<file path="src/rtl/cache_pkg.sv">
// cache_pkg: shared sizes, arbiter state encoding and block-address helpers
package cache_pkg;
  localparam int ADDR_W = 16;
  localparam int DATA_W = 16;
  localparam int BLOCK_WORDS = 8;
  localparam int BLOCK_BYTES = 2 * BLOCK_WORDS;
  localparam int OFFSET_W = $clog2(BLOCK_BYTES);
  localparam int CNT_W = $clog2(BLOCK_WORDS) + 1;
  typedef enum logic [1:0] {IDLE, STORE, FILL_D, FILL_I} arbState_t;
  function automatic logic [ADDR_W-1:0] blockBase(input logic [ADDR_W-1:0] addr);
    return {addr[ADDR_W-1:OFFSET_W], {OFFSET_W{1'b0}}};
  endfunction
  function automatic logic [ADDR_W-1:0] wordAddr(input logic [ADDR_W-1:0] base, input logic [CNT_W-1:0] n);
    return base + ADDR_W'({n, 1'b0});
  endfunction
endpackage

</file>
<file path="src/rtl/cache_fill_fsm.sv">
// cache_fill_fsm: issues one block of reads and forwards the returning words in order
module cache_fill_fsm
  import cache_pkg::*;
(
  input  logic              clk,
  input  logic              rst_n,
  input  logic              start,
  input  logic [ADDR_W-1:0] startAddr,
  input  logic              mem_data_valid,
  input  logic [DATA_W-1:0] mem_rdata,
  output logic              rdEn,
  output logic [ADDR_W-1:0] rdAddr,
  output logic              fillWe,
  output logic [ADDR_W-1:0] fillAddr,
  output logic [DATA_W-1:0] fillData,
  output logic              fillDone
);
  logic              busy;
  logic [ADDR_W-1:0] base;
  logic [CNT_W-1:0]  issueCnt, recvCnt;
  always_ff @(posedge clk) begin
    if (!rst_n) begin
      busy <= 1'b0;
      base <= '0;
      issueCnt <= '0;
      recvCnt <= '0;
    end else if (start) begin
      busy <= 1'b1;
      base <= blockBase(startAddr);
      issueCnt <= '0;
      recvCnt <= '0;
    end else if (busy) begin
      issueCnt <= issueCnt + CNT_W'(rdEn);
      recvCnt <= recvCnt + CNT_W'(fillWe);
      busy <= !fillDone;
    end
  end
  // returns are accepted only while a fill is live, so stale data after a reset is dropped
  always_comb begin
    rdEn = busy && issueCnt < CNT_W'(BLOCK_WORDS);
    fillWe = busy && mem_data_valid && recvCnt < CNT_W'(BLOCK_WORDS);
    fillDone = fillWe && recvCnt == CNT_W'(BLOCK_WORDS - 1);
    rdAddr = rdEn ? wordAddr(base, issueCnt) : '0;
    fillAddr = fillWe ? wordAddr(base, recvCnt) : '0;
    fillData = fillWe ? mem_rdata : '0;
  end
endmodule

</file>
<file path="src/rtl/cache_mem_arbiter.sv">
// cache_mem_arbiter: serialises I/D block fills and D write-through stores onto one memory port
module cache_mem_arbiter
  import cache_pkg::*;
(
  input  logic              clk,
  input  logic              rst_n,
  input  logic              i_miss,
  input  logic [ADDR_W-1:0] i_miss_addr,
  input  logic              d_miss,
  input  logic [ADDR_W-1:0] d_miss_addr,
  input  logic              d_store,
  input  logic [ADDR_W-1:0] d_store_addr,
  input  logic [DATA_W-1:0] d_store_data,
  output logic              i_stall,
  output logic              d_stall,
  output logic              i_fill_we,
  output logic              d_fill_we,
  output logic [ADDR_W-1:0] fill_addr,
  output logic [DATA_W-1:0] fill_data,
  output logic              i_fill_done,
  output logic              d_fill_done,
  output logic              d_store_done,
  output logic              mem_en,
  output logic              mem_wr,
  output logic [ADDR_W-1:0] mem_addr,
  output logic [DATA_W-1:0] mem_wdata,
  input  logic [DATA_W-1:0] mem_rdata,
  input  logic              mem_data_valid
);
  arbState_t         state, nextState;
  logic              start, rdEn, fillWe, fillDone, isStore;
  logic [ADDR_W-1:0] startAddr, rdAddr;
  cache_fill_fsm u_fill (
    .clk(clk),
    .rst_n(rst_n),
    .start(start),
    .startAddr(startAddr),
    .mem_data_valid(mem_data_valid),
    .mem_rdata(mem_rdata),
    .rdEn(rdEn),
    .rdAddr(rdAddr),
    .fillWe(fillWe),
    .fillAddr(fill_addr),
    .fillData(fill_data),
    .fillDone(fillDone)
  );
  always_ff @(posedge clk) begin
    if (!rst_n) state <= IDLE;
    else state <= nextState;
  end
  // priority: store > D miss > I miss
  always_comb begin
    nextState = state;
    start = 1'b0;
    startAddr = d_miss_addr;
    unique case (state)
      IDLE: begin
        if (d_store) nextState = STORE;
        else if (d_miss) begin
          nextState = FILL_D;
          start = 1'b1;
        end else if (i_miss) begin
          nextState = FILL_I;
          start = 1'b1;
          startAddr = i_miss_addr;
        end
      end
      STORE: nextState = IDLE;
      default: if (fillDone) nextState = IDLE;
    endcase
  end
  always_comb begin
    isStore = state == STORE;
    mem_en = isStore || rdEn;
    mem_wr = isStore;
    mem_addr = isStore ? d_store_addr : rdAddr;
    mem_wdata = isStore ? d_store_data : '0;
    i_fill_we = state == FILL_I && fillWe;
    d_fill_we = state == FILL_D && fillWe;
    i_fill_done = state == FILL_I && fillDone;
    d_fill_done = state == FILL_D && fillDone;
    d_store_done = isStore;
    i_stall = i_miss && !i_fill_done;
    d_stall = (d_miss && !d_fill_done) || (d_store && !d_store_done);
  end
endmodule

</file>
<file path="config.mk">
export PLATFORM = sky130hd
export DESIGN_NAME = cache_mem_arbiter
export DESIGN_NICKNAME = d
export VERILOG_FILES = /design/src/rtl/cache_pkg.sv /design/src/rtl/cache_fill_fsm.sv /design/src/rtl/cache_mem_arbiter.sv
export SDC_FILE = /design/constraint.sdc
export NUM_CORES = 1
export LEC_CHECK = 0
export CORE_UTILIZATION = 36
export CTS_CLUSTER_DIAMETER = 120
export CTS_CLUSTER_SIZE = 25
export DETAILED_ROUTE_END_ITERATION = 10
export GPL_ROUTABILITY_DRIVEN = 0
export HOLD_SLACK_MARGIN = 0.05
export MAX_ROUTING_LAYER = met4
export PLACE_DENSITY = 0.95
export SLEW_MARGIN = 20
export SYNTH_ARGS = -nofsm -noshare
export SYNTH_HDL_FRONTEND = slang
export SYNTH_SLANG_ARGS = --single-unit
</file>
<file path="constraint.sdc">
create_clock -name clk -period 2.4 [get_ports clk]
set_input_delay 0.24 -clock clk [delete_from_list [all_inputs] [get_ports clk]]
set_output_delay 0.24 -clock clk [all_outputs]
set_load 0.1 [all_outputs]
</file>
==> impl_results.md <==
- Ys Warns: 0
- Post-synth ARST share: 0%
- Fin area: ~4300 µm²
- # DRC: 0
- Initial antenna violation count: 0
- Gr ovfl total: 0
- Dpl cell area: 4250 µm²
- Root buffer cell: clkbuf_8
- Adder-cell area share of the yosys netlist: around 5%
- CP bufs+invs: 1
- Synth Net Count: 353
- Slew @ Worst Pin: slightly above 0.5 ns
- Yosys top cell area share: 23.5%
- Skew final: about 0.0034 ns
- Post-synth top area cell: dfxtp_1
- Setup-failing EPs final: 0
- CTS H-tree depth: 1
- Synth Area in XOR/XNOR: roughly a tenth
- CP Cell Sequence: ha_2 -> ha_2 -> nand3_2 -> or3_2 -> a21oi_2 -> buf_12
- Syn-to-layout area delta: 120%
- Cell area after synthesis: about 2000 µm²
- Synth top cells by count: and2_1 (37), nand2_1 (32), nor2_1 (24)
- Port buffer count: 149
- Final net count: between 400 and 500
- Initial Util: around 38%
- Hold path depth: 2
- DIE WIDTH: 75.8 µm
- Critical path endpoint category: output port
- RSZ-0062 raised after global routing: yes
- # rows: 26
- Count leader, synth: and2_1
- Total power: approximately 1.8 mW
- Critical path's largest stage delay: about 0.50 ns
- CP max stage cell: or3_2
- Synth Register Bits: 23
- Postcts setup bufs: 0
- Vias in the first global route: 2,442
- Core ar.: 5170 µm²
- Final Max Tran Viols: 0
- Compound-gate portion of the synthesized area: between 10% and 20%
- Simple-Gate Fraction of Synth Area: between 30% and 40%
- Post-DP HPWL: 6580 µm
- Filler Cell Count: approximately 280
- Worst min path class: reg2reg
- First-pass GRT wire length: ~12,000 µm
- Wire length per cell: between 15 and 20 µm
- Die area: approximately 5700 µm²
- CTS Buf Count: 3
- Max Cap Viol: 0
- Leak: between 1.5 and 2 nW
- Max VDD drop: ~0.00037 V
- Synthesized instance count: around 260
- # diodes: 0
- Mapped Avg Cell Area: approximately 7.6 µm²
- Chip height: about 76 µm
- I/O pins: 159
- R2r worst-path depth: 6
- Post-DRT Antenna Nets: 0
- Worst setup margin: around 0.038 ns
- Layout cell share with drive strength beyond 1: approximately 29%
- Critical Path RT: ~2.2 ns
- Pwr dens: slightly above 400 nW/µm²
- Post-Route WL: slightly below 8000 µm
- Clock latency on the worst-skew pair: around 0.25 ns
- Fin crit period: approximately 2.4 ns
- Critical path class: reg2out
- Seq/Total Area, Yosys: between 20% and 30%
- Largest family of logic cells by synthesized area: simple AND/OR/NAND/NOR gates
- CTS max path bufs: 2
- Max Fclk: about 420 MHz
- Largest cells by area after synthesis: dfxtp_1 (24%), and2_1 (12%), nand2_1 (6.1%)
- Critical path depth: 6
- Max transition margin: between 60% and 70%
- Mux share of post-synthesis cell area: a little over 2%
- DRT iter0 DRCs: 129
- Netlist cell types: 40
- Via count: between 2,000 and 2,500
- Reg clk slew, reported paths: roughly 0.070 ns
- Crit-path leading delay family: simple AND/OR/NAND/NOR gates
- Total GRT Usage: a little over a quarter
- EDFF count, synth: 0
- CTS sink count: 23
- End-of-flow core utilization: 83.4%
- CTS tree: done
- Top FF cell, synth: dfxtp_1
- Vias per Instance: just over 5
- Status: finished, final reports clean
- Setup TNS: 0 ns
- Crit path DAT: roughly 2.1 ns
- Most frequent CP cell: ha_2
- Startpoint types: flip-flop
- First drt pass iteration count: 4
- Largest net degree at the start of global routing: 36
- Hold Fails Final Rpt: 0
- Pre-CTS setup slack: 0.280 ns
- Fin crit share: between 90% and 100%
- Crit path max fanout: 6
## logic make-up after synthesis
| group | Yosys count |
|---|---|
| DFF | 23 |
| muxes | 4 |
| and+or+nand+nor | 126 |
| adders and majority gates | 8 |
| buffers and inverters | 24 |
| xor gates and xnor gates | 21 |
| other | 1 |
| AOI/OAI and AO/OA | 52 |
## placed cells by master (no fill, tap or decap), types with 2 or more instances in the layout
master           count
nand4_1              4
nor2_2               7
buf_12              71
nor2b_1              3
xor2_1               8
a22o_1               4
nand3_2              2
nor3_2               2
buf_4                6
o22ai_1             11
ha_1                 6
nand2b_1             5
ha_2                 2
dfxtp_1             22
xnor2_1             13
clkdlybuf4s50_1     77
nor2_1              17
inv_1                4
mux2i_1              4
and2_1              37
clkbuf_8             3
o21ai_2             10
nand2_1             31
or3_1                2
nor3_1               5
a21oi_2              2
a21oi_1              6
o211a_1             11
o21ai_0              5
## per-layer routing
layer	up-vias	track usage [%]	routed length, µm
met3	22	4.37	678
met2	140	52.2	4120
met5	-	-	0
li1	1158	-	-
met1	1092	28.4	2830
met4	0	8.85	174
## report_power, final
group          switching (mW)  internal (mW)
clock                   0.108          0.118
sequential             0.0559          0.408
combinational           0.665          0.424
total                   0.829          0.949
## final cells by class
cell class | instances | area (µm²) | share of cell area [%]
repair buffers | 154 | 2240 | 51.8
multi-input cells | 212 | 1460 | 33.9
flip-flops and latches | 23 | 462 | 10.7
well taps | 70 | 87.6 | 2.03
clock buffers | 4 | 45.0 | 1.04
inverters | 5 | 21.3 | 0.493
## flip-flops by register name, indices dropped and copies added, names as in the netlist
name             count
u_fill.base         12
u_fill.issueCnt      4
u_fill.recvCnt       4
state                2
u_fill.busy          1
## tightest hold or removal path, delay by kind of cell (launching register included)
kind             cells  cell delay (ns)
AND/OR/NAND/NOR      1             0.07
XOR/XNOR             1             0.07
flip-flops           1             0.36
## metrics by stage
stage / hold WS (ns) / cells
after floorplan: 0.368 / 259
after global placement: 0.482 / 464
after detailed placement: 0.509 / 464
after CTS: 0.527 / 468
after global routing: 0.555 / 468
final: 0.522 / 468
## final timing paths
check / start / endpoint / slack, ns
hold / removal: u_fill.recvCnt[3] / u_fill.recvCnt[3] / 0.52
setup / recovery: u_fill.base[4] / fill_addr[10] / 0.04
hold reg to reg: u_fill.recvCnt[3] / u_fill.recvCnt[3] / 0.52
setup reg to reg: u_fill.busy / u_fill.recvCnt[1] / 0.64
## timing repair
item / 4_1_cts / 5_1_grt
resized for setup: 1 / 6
hold buffers: 0 / 0
pin swaps: 0 / 1
endpoints found under the setup margin: 1 / 7
Note: power is estimated with default switching activity, not from simulation.
